===== src/rtl/hack_soc_pkg.sv =====
// Shared Hack SoC types: word/address widths used by the CPU, ROM and boot loader,
// plus the boot loader state encoding.
package hack_soc_pkg;

    localparam int HACK_WORD_W = 16;
    localparam int HACK_ADDR_W = 15;

    typedef enum logic [2:0] {
        LEN_HI,
        LEN_LO,
        DATA_HI,
        DATA_LO,
        CSUM,
        DONE,
        ERROR
    } loader_state_e;

endpackage


===== src/rtl/hack_byte_packer.sv =====
// Pairs a latched high byte with the incoming low byte and presents a registered
// one-cycle word write (strobe, address, data); address and data hold between writes.
module hack_byte_packer
    import hack_soc_pkg::*;
#(
    parameter int ADDR_W = HACK_ADDR_W
) (
    input  logic                   clk,
    input  logic                   reset,
    input  logic                   hi_en,
    input  logic                   lo_en,
    input  logic [7:0]             byte_in,
    input  logic [ADDR_W-1:0]      addr_in,
    output logic                   word_we,
    output logic [ADDR_W-1:0]      word_addr,
    output logic [HACK_WORD_W-1:0] word_data
);

    logic [7:0]             hi_q,   hi_d;
    logic                   we_q,   we_d;
    logic [ADDR_W-1:0]      addr_q, addr_d;
    logic [HACK_WORD_W-1:0] data_q, data_d;

    always_comb begin
        hi_d   = hi_en ? byte_in : hi_q;
        we_d   = lo_en;
        addr_d = lo_en ? addr_in : addr_q;
        data_d = lo_en ? {hi_q, byte_in} : data_q;
    end

    always_ff @(posedge clk) begin
        if (reset) begin
            hi_q   <= '0;
            we_q   <= 1'b0;
            addr_q <= '0;
            data_q <= '0;
        end else begin
            hi_q   <= hi_d;
            we_q   <= we_d;
            addr_q <= addr_d;
            data_q <= data_d;
        end
    end

    assign word_we   = we_q;
    assign word_addr = addr_q;
    assign word_data = data_q;

endmodule


===== src/rtl/hack_rom_loader.sv =====
// Boot loader: length-prefixed big-endian byte stream -> instruction ROM writes,
// holding the Hack CPU in reset until the image is in. Optional trailing checksum
// byte is enabled by defining HACK_LOADER_CHECKSUM_EN.
//
// state   | meaning
// LEN_HI  | waiting for word count high byte
// LEN_LO  | waiting for word count low byte; range-check N
// DATA_HI | waiting for high byte of next word
// DATA_LO | waiting for low byte; triggers ROM write
// CSUM    | waiting for checksum byte (checksum build only)
// DONE    | image loaded, CPU released; reload restarts
// ERROR   | load aborted, CPU held; reload restarts
module hack_rom_loader
    import hack_soc_pkg::*;
#(
    parameter int ADDR_W    = HACK_ADDR_W,
    parameter int ROM_DEPTH = 32768
) (
    input  logic                   clk,
    input  logic                   reset,
    input  logic [7:0]             s_data,
    input  logic                   s_valid,
    output logic                   s_ready,
    input  logic                   reload,
    output logic                   rom_we,
    output logic [ADDR_W-1:0]      rom_addr,
    output logic [HACK_WORD_W-1:0] rom_wdata,
    output logic                   cpu_reset,
    output logic                   busy,
    output logic                   done,
    output logic                   err
);

`ifdef HACK_LOADER_CHECKSUM_EN
    localparam loader_state_e AFTER_LAST = CSUM;
`else
    localparam loader_state_e AFTER_LAST = DONE;
`endif
    localparam logic [ADDR_W:0] CNT_ONE = 1;

    loader_state_e   state_q, state_d;
    logic [ADDR_W:0] cnt_q,   cnt_d;
    logic [15:0]     len_q,   len_d;
    logic            accept, hi_en, lo_en, released;
    logic [15:0]     n_full;
`ifdef HACK_LOADER_CHECKSUM_EN
    logic [7:0]      sum_q, sum_d;
    logic [7:0]      csum_chk;
`endif

    always_ff @(posedge clk) begin
        if (reset) begin
            state_q <= LEN_HI;
            cnt_q   <= '0;
            len_q   <= '0;
`ifdef HACK_LOADER_CHECKSUM_EN
            sum_q   <= '0;
`endif
        end else begin
            state_q <= state_d;
            cnt_q   <= cnt_d;
            len_q   <= len_d;
`ifdef HACK_LOADER_CHECKSUM_EN
            sum_q   <= sum_d;
`endif
        end
    end

    always_comb begin
        state_d = state_q;
        cnt_d   = cnt_q;
        len_d   = len_q;
        hi_en   = 1'b0;
        lo_en   = 1'b0;
        accept  = s_valid && s_ready;
        n_full  = {len_q[15:8], s_data};
`ifdef HACK_LOADER_CHECKSUM_EN
        sum_d    = sum_q;
        csum_chk = s_data + sum_q;
`endif
        case (state_q)
            LEN_HI: begin
`ifdef HACK_LOADER_CHECKSUM_EN
                sum_d = '0;
`endif
                if (accept) begin
                    len_d[15:8] = s_data;
                    cnt_d       = '0;
                    state_d     = LEN_LO;
                end
            end
            LEN_LO: if (accept) begin
                len_d[7:0] = s_data;
                if (n_full == 16'h0000)
                    state_d = AFTER_LAST;
                else if ({16'h0000, n_full} > 32'(ROM_DEPTH))
                    state_d = ERROR;
                else
                    state_d = DATA_HI;
            end
            DATA_HI: if (accept) begin
                hi_en   = 1'b1;
                state_d = DATA_LO;
`ifdef HACK_LOADER_CHECKSUM_EN
                sum_d   = sum_q + s_data;
`endif
            end
            DATA_LO: if (accept) begin
                lo_en   = 1'b1;
                cnt_d   = cnt_q + CNT_ONE;
                state_d = (32'(cnt_q) + 32'd1 == 32'(len_q)) ? AFTER_LAST : DATA_HI;
`ifdef HACK_LOADER_CHECKSUM_EN
                sum_d   = sum_q + s_data;
`endif
            end
`ifdef HACK_LOADER_CHECKSUM_EN
            CSUM: if (accept) begin
                state_d = (csum_chk == 8'h00) ? DONE : ERROR;
            end
`endif
            DONE, ERROR: if (reload) begin
                state_d = LEN_HI;
                cnt_d   = '0;
            end
            default: state_d = LEN_HI;
        endcase
    end

    // The final write is still in flight on the first DONE cycle; keep the CPU held until it lands.
    always_comb begin
        released  = (state_q == DONE) && !rom_we;
        s_ready   = (state_q != DONE) && (state_q != ERROR);
        cpu_reset = !released;
        done      = released;
        err       = (state_q == ERROR);
        busy      = !released && (state_q != ERROR);
    end

    hack_byte_packer #(.ADDR_W(ADDR_W)) u_packer (
        .clk       (clk),
        .reset     (reset),
        .hi_en     (hi_en),
        .lo_en     (lo_en),
        .byte_in   (s_data),
        .addr_in   (cnt_q[ADDR_W-1:0]),
        .word_we   (rom_we),
        .word_addr (rom_addr),
        .word_data (rom_wdata)
    );

endmodule


===== config.mk =====
export PLATFORM = sky130hd
export DESIGN_NAME = hack_rom_loader
export DESIGN_NICKNAME = d
export VERILOG_FILES = /design/src/rtl/hack_soc_pkg.sv /design/src/rtl/hack_byte_packer.sv /design/src/rtl/hack_rom_loader.sv
export SDC_FILE = /design/constraint.sdc
export NUM_CORES = 1
export LEC_CHECK = 0
export ABC_AREA = 1
export BUFFER_PORTS_ARGS = -buffer_cell sky130_fd_sc_hd__buf_2
export CORE_MARGIN = 8
export CORE_UTILIZATION = 25
export DETAILED_ROUTE_END_ITERATION = 16
export SETUP_SLACK_MARGIN = 0.02
export SLEW_MARGIN = 10
export SYNTH_ARGS = -nofsm -noshare
export SYNTH_HDL_FRONTEND = slang
export SYNTH_HIERARCHICAL = 1
export SYNTH_SLANG_ARGS = --single-unit

===== constraint.sdc =====
create_clock -name clk -period 2.25 [get_ports clk]
set_input_delay 0.225 -clock clk [delete_from_list [all_inputs] [get_ports clk]]
set_output_delay 0.225 -clock clk [all_outputs]
set_load 0.02 [all_outputs]

; ---- After elaboration in Yosys (flattened, before gate mapping)
; Cells that the tools add are included.
[op_classes]
n_addsub = 2
multipliers = 0
n_div = 0
n_lt_le_gt_ge = 1
eq_ne = 13
n_shift = 0
mux = 16
bitwise_logic = 0
n_reduce_logical = 14
[op_table]
columns = operator, count
row1 = 2-to-1 mux 16 bit, 3
row2 = one-hot mux 16 bit (3 select lines), 1
row3 = 2-to-1 mux 3 bit, 8
row4 = adder 16 x 1 -> 17 bit (second input constant), 1
row5 = == test 17 x 16 -> 1 bit, 1
row6 = adder 16 x 1 -> 16 bit (second input constant), 1
row7 = > comparator 16 bit (second input constant), 1
row8 = logical NOT 16 bit, 1
row9 = one-hot mux 3 bit (5 select lines), 1
row10 = != test 2 bit (second input constant), 5
row11 = == test 3 x 2 -> 1 bit (second input constant), 2
row12 = == test 3 bit (second input constant), 2
row13 = != test 3 bit (second input constant), 2
row14 = AND reduction 5 bit, 1
row15 = logical AND 1 bit, 4
row16 = AND reduction 2 bit, 2
row17 = AND reduction 4 bit, 1
row18 = == test 3 x 1 -> 1 bit (second input constant), 1
row19 = logical NOT 3 bit, 1
row20 = 2-to-1 mux 1 bit, 3
row21 = nonzero test 3 bit, 1
row22 = logical NOT 1 bit, 2
row23 = OR reduction 2 bit, 1
[totals]
reg_bits = 75
latch_bits = 0
mem_bits_rw = 0
rom_bits = 0
input_bits = 12
memories = 0

; ---- Logic depth before layout (Yosys ltp)
[depth]
depth_word = 5
depth_mapped = 15
depth_no_buf = 15

; ---- Hierarchy
; Netlist, hierarchy kept.
[by_module_without_submodules]
columns = mod, instances, cells_per_inst, area_per_inst_um2
row1 = hack_rom_loader, 1, 350, 2232.1
row2 = hack_byte_packer, 1, 243, 1697.9

; ---- Worst setup path before layout
; Ideal clock, no wire load.
[synth_path]
path_kind = register to register
startpoint = reg state_q[2]
endpoint = reg cnt_q[8]
setup_ps = 86
arrival_ps = 1724
t_required_ps = 2164
slack_ps = 441
path_stages_with_launch = 12
path_buffers = 1
period_less_slack_ps = 1809
path_cell_list = dfxtp_1 -> inv_1 -> nor3_2 -> inv_1 -> nand2_1 -> inv_1 -> nor2_4 -> a21oi_1 -> nand2_4 -> buf_6 -> a31oi_1 -> a211oi_1
[synth_between]
word_cells_on_any_way = 15
[synth_lines]
columns = item, line
row1 = from (decl), hack_rom_loader.sv:41  ; loader_state_e state_q, state_d;
row2 = from (signal assigned), hack_rom_loader.sv:60  ; state_q <= state_d;
row3 = == test 3 bit *, n/a
row4 = named net err, hack_rom_loader.sv:31  ; output logic err
row5 = OR reduction 2 bit *, hack_rom_loader.sv:81  ; case (state_q)
row6 = != test 2 bit (no line) or nonzero test 3 bit (tied branches), n/a
row7 = AND reduction 4 bit (no line), n/a
row8 = to (signal assigned), hack_rom_loader.sv:61  ; cnt_q <= cnt_d;
row9 = to (decl), hack_rom_loader.sv:42  ; logic [ADDR_W:0] cnt_q, cnt_d;
; The timed path passes the listed nets; every way through them passes the cells marked *.
; A chain may end at the register's enable or synchronous reset.

; ---- Worst setup path after layout
[layout_path]
startpoint = reg cnt_q[0]
endpoint = reg state_q[2]
[layout_between]
elab_chain_len = 5
[layout_rtl]
columns = item, line
row1 = adder 16 x 1 -> 17 bit, hack_rom_loader.sv:111  ; state_d = (32'(cnt_q) + 32'd1 == 32'(len_q)) ? AFTER_LAST : DATA_HI;
row2 = == test 17 x 16 -> 1 bit, hack_rom_loader.sv:111
row3 = 2-to-1 mux 3 bit, hack_rom_loader.sv:111
row4 = 2-to-1 mux 3 bit, hack_rom_loader.sv:108  ; DATA_LO: if (accept) begin
row5 = one-hot mux 3 bit (5 select lines), hack_rom_loader.sv:81
; No other way between the ends. The select of a mux whose other input is x is not followed.

==> results by stage <==
Min path:
- The worst min-delay path class is in -> reg.
- The worst min-delay path endpoint is state_q[2]$_SDFFE_PP0P_.
- The worst hold path was traced through 4 stages.
- In this run the most critical hold path is launched from reload.

Final layout:
- The area growth from synthesis to layout is 18.05%.
- The final instance count without filler cells is between 800 and 900.
- The repair_antennas step left the layout with diodes totalling 0.
- Of the cells placed in the final design, the portion with a size suffix greater than 1 is 0.1729.
- The final layout contains 650 nets.

Routing:
- Once detail routing completed, the nets flagged for antenna violations numbered 0.
- The final routed wire length divided by cell count is ~12 um.
- The detail-routed via count per cell is about 4.3.
- The remaining design rule violation count is 0.
- The number of iterations in the first detailed-routing pass is 5.
- The aggregate routed wire length is a little over 10000 um.
- The via count is 3664.
- The DRC marker count from the first detailed-route iteration is 282.

Setup path:
- The critical path is of the reg -> reg type.
- The type of element launching the critical path is a flip-flop.
- The number of cells on the worst reg-to-reg path is 13.
- The worst-path maximum fanout is 5.
- The startpoint of the lowest-slack register-to-register path is cnt_q[0]$_SDFFE_PP0P_.
- In this run the critical register-to-register path is captured at state_q[2]$_SDFFE_PP0P_.
- The register-to-register setup slack is between 0.2 and 0.25 ns.
- At the worst endpoint, the required time is 2.52 ns.
- The arrival time of data at the critical path endpoint is ~2.3 ns.
- The worst setup path is captured at a flip-flop.

Synthesis:
- By area the synthesized netlist is led by sky130_fd_sc_hd__dfxtp_1 38%, sky130_fd_sc_hd__nand2_1 16%, sky130_fd_sc_hd__nor2_1 9.7%.
- The post-synth design cell area is 3930 um^2.
- The largest total area in the synthesized netlist belongs to sky130_fd_sc_hd__dfxtp_1.
- The area share of the leading cell type in the synthesized netlist is 0.3820.
- Synthesis produced a netlist whose cell count is 593.
- The synthesized flop and latch total is between 70 and 80.
- The average instance in the mapped netlist occupies 6.627 um^2.
- Synthesis instantiated 33 different standard cells from the library.
- The sequential fraction of the synthesis area is 0.3820.
- The number of nets in the synthesized netlist is 606.
- For this run, the number of Yosys warnings is 6.

Pwr:
- Power spread over the standard cell area amounts to 695.9 nW/um^2.
- The static leakage is about 1.9 nW.
- IR analysis of the VDD net gives a maximum drop of 0.3258 mV.
- The overall power after layout is around 3.2 mW.

Clock tree:
- The number of clock buffers inserted by TritonCTS is 9.
- The number of hold buffers added after cts is 0.
- The CTS H-tree depth is 3.
- The clock passes through at most 2 buffers.
- After clock tree synthesis, the clock-pin slew on the worst setup and hold paths is 0.06 ns.
- TritonCTS built the clock tree.
- The total number of clock tree sinks is 75.
- Clock latency on the worst-skew pair, taken at its later pin, is 0.33 ns.
- The tree is rooted in a sky130_fd_sc_hd__clkbuf_16.

Timing:
- The final number of hold-violating endpoints is 0.
- Setup repair after global routing left no endpoint under its margin.
- The slew of the pin with the lowest slew margin is 0.7497 ns.
- For the finished layout, the period the worst path requires is 2.009 ns.
- The number of max-slew violations in the final report is 0.
- The remaining max-slew budget at the tightest pin is 0.4995.
- The final number of setup-violating endpoints is 0.
- The aggregate negative setup slack is 0 ns.
- In the finished design, the share of the clock period the worst path needs comes to 0.8929.
- For this run, the top clock speed supported by timing is 497.7 MHz.
- Hold timing on the final database bottoms out at a slack of 0.1849 ns.
- The final clock skew is 0.01053 ns.

Global route:
- The number of global-route vias before repair is 3384.
- The first global-routing pass estimated 17020 um of wire.
- The global-route total usage across every layer is 0.1058.
- Global routing finished with a remaining overflow of 0.
- The initial antenna violation count is 0.
- The largest net degree at the start of global routing is 71.

Placed design:
- The HPWL after detailed placement is 7460 um.
- The weighted congestion reported at the end of routability-driven placement is 0.8406.
- The total placed cells including tap cells is 841.
- The count of buffers inserted at the top-level ports is 48.

Run status:
- The flow ran to the end, and the final reports show no timing, DRC or antenna violations.

Die:
- The starting density of the core is 0.2520.
- In this run the core area contains 46 standard-cell rows.
- The die width is around 140 um.
- The core region is 15600 um^2.
- The area of the die is 19990 um^2.
- For this design the top-level I/O count stands at between 40 and 50.
- The chip height is between 100 and 150 um.

Flow run:
- Across the run, the number of max-cap violations was 0.
where the power goes:
group	switching [mW]	internal [mW]	total, mW
sequential	0.0493	1.38	1.43
clock	0.567	0.859	1.43
combinational	0.245	0.126	0.371
state kept, by name (all words and copies together) (netlist names):
name                count
len_q                  16
u_packer/word_data     16
u_packer/word_we        1
u_packer/hi_q           8
state_q                 3
u_packer/word_addr     15
cnt_q                  16
through the flow:
step	instance area [um^2]	setup slack, ns	utilization
after floorplan	3930	0.4407	-
after global placement	4333	0.2534	0.2778
after detailed placement	4333	0.2023	0.2778
after CTS	4626	0.1811	0.2966
after global routing	4639	0.06064	0.2974
final	4639	0.2410	0.2974
metal layers:
| metal | GRT usage | up-vias | wire length, um |
|---|---|---|---|
| li1 | - | 1945 | - |
| met1 | 0.1370 | 1628 | 4940 |
| met2 | 0.1672 | 79 | 4668 |
| met3 | 0.02621 | 12 | 522 |
| met4 | 0.03787 | 0 | 153 |
| met5 | 0 | - | 0 |
kinds of logic (layout without fill, tap and decap cells):
family | after synthesis | count (layout) | share of synthesized area
compound gates | 50 | 50 | 0.08055
xor+xnor | 4 | 4 | 0.01242
fa+ha+maj | 1 | 1 | 0.003183
buf+inv | 103 | 151 | 0.1229
flops | 75 | 75 | 0.3820
simple gates | 360 | 361 | 0.3989
synth_stat cells:
master	count
sky130_fd_sc_hd__o21ai_0	2
sky130_fd_sc_hd__ha_1	1
sky130_fd_sc_hd__nand3_1	39
sky130_fd_sc_hd__buf_2	2
sky130_fd_sc_hd__a21oi_2	2
sky130_fd_sc_hd__nor2_1	102
sky130_fd_sc_hd__buf_4	2
sky130_fd_sc_hd__xnor2_1	2
sky130_fd_sc_hd__nand3b_1	1
sky130_fd_sc_hd__nand4_1	10
sky130_fd_sc_hd__and3_1	1
sky130_fd_sc_hd__xnor3_1	1
sky130_fd_sc_hd__inv_1	80
sky130_fd_sc_hd__xor2_1	1
sky130_fd_sc_hd__nor2_4	6
sky130_fd_sc_hd__nand2_4	2
sky130_fd_sc_hd__dfxtp_1	75
sky130_fd_sc_hd__inv_2	1
sky130_fd_sc_hd__nand2_1	168
sky130_fd_sc_hd__nand2_2	12
sky130_fd_sc_hd__nor2_2	11
sky130_fd_sc_hd__a21oi_1	20
sky130_fd_sc_hd__nor4_1	3
sky130_fd_sc_hd__o22ai_1	1
sky130_fd_sc_hd__o21bai_1	1
sky130_fd_sc_hd__buf_6	10
sky130_fd_sc_hd__a31oi_1	4
sky130_fd_sc_hd__clkbuf_1	6
sky130_fd_sc_hd__buf_8	1
sky130_fd_sc_hd__a211oi_1	20
sky130_fd_sc_hd__nor3_1	4
sky130_fd_sc_hd__buf_1	1
sky130_fd_sc_hd__nor3_2	1
final cells by class:
type,instances,area [um^2]
clock inverter,6,63.81
timing repair buffer,54,297.8
fill,1745,10960
inverter,81,304.0
tap,216,270.3
multi-input combinational,416,1971
sequential,75,1504
clock buffer,10,229.0
worst max-delay path, stage by stage (launching register included):
cell and delay (ns):
sky130_fd_sc_hd__dfxtp_2 0.37, sky130_fd_sc_hd__ha_2 0.22, sky130_fd_sc_hd__nand2_1 0.16, sky130_fd_sc_hd__nor2_2 0.26
sky130_fd_sc_hd__nand3_1 0.14, sky130_fd_sc_hd__nand3_1 0.10, sky130_fd_sc_hd__nand2_1 0.05, sky130_fd_sc_hd__nor2_1 0.08
sky130_fd_sc_hd__nand3_1 0.09, sky130_fd_sc_hd__nor2_2 0.11, sky130_fd_sc_hd__nand4_1 0.12, sky130_fd_sc_hd__nand2_1 0.08
sky130_fd_sc_hd__nand2_1 0.06, sky130_fd_sc_hd__a21oi_2 0.11
what timing repair did:
action / in CTS / in global routing
setup endpoints to repair: 0 / 3
hold endpoints to repair: 0 / 0
gates resized for setup: 0 / 4
buffers inserted: 0 / 0
worst max path at each step:
| stage | startpoint | endpoint | slack, ns | cells past startpoint |
|---|---|---|---|---|
| 3_3_place_gp | cnt_q[0]$_SDFFE_PP0P_ | state_q[0]$_SDFFE_PP0P_ | 0.25 | 13 |
| 2_1_floorplan | state_q[2]$_SDFFE_PP0P_ | cnt_q[8]$_SDFFE_PP0P_ | 0.44 | 11 |
| 6_report | cnt_q[0]$_SDFFE_PP0P_ | state_q[2]$_SDFFE_PP0P_ | 0.24 | 13 |
| 5_1_grt | cnt_q[0]$_SDFFE_PP0P_ | state_q[0]$_SDFFE_PP0P_ | 0.06 | 13 |
| 4_1_cts | cnt_q[0]$_SDFFE_PP0P_ | state_q[2]$_SDFFE_PP0P_ | 0.18 | 13 |
| 3_5_place_dp | cnt_q[0]$_SDFFE_PP0P_ | state_q[2]$_SDFFE_PP0P_ | 0.20 | 13 |
cells in the final DEF, fill, tap and decap left out, drive strengths merged:
cell type,synthesis,final
a211oi,20,20
bufinv,0,1
nand4,10,10
nand3,39,39
and3,1,1
nand2,182,182
clkbuf,6,10
dfxtp,75,75
xnor2,2,2
o21ai,2,2
o21bai,1,1
o22ai,1,1
xnor3,1,1
buf,16,54
ha,1,1
clkinv,0,2
inv,81,82
nor3,5,5
xor2,1,1
a31oi,4,4
a21oi,22,22
nor2,119,120
nor4,3,3
clkinvlp,0,2
nand3b,1,1
Note: power is estimated with default switching activity, not from simulation.
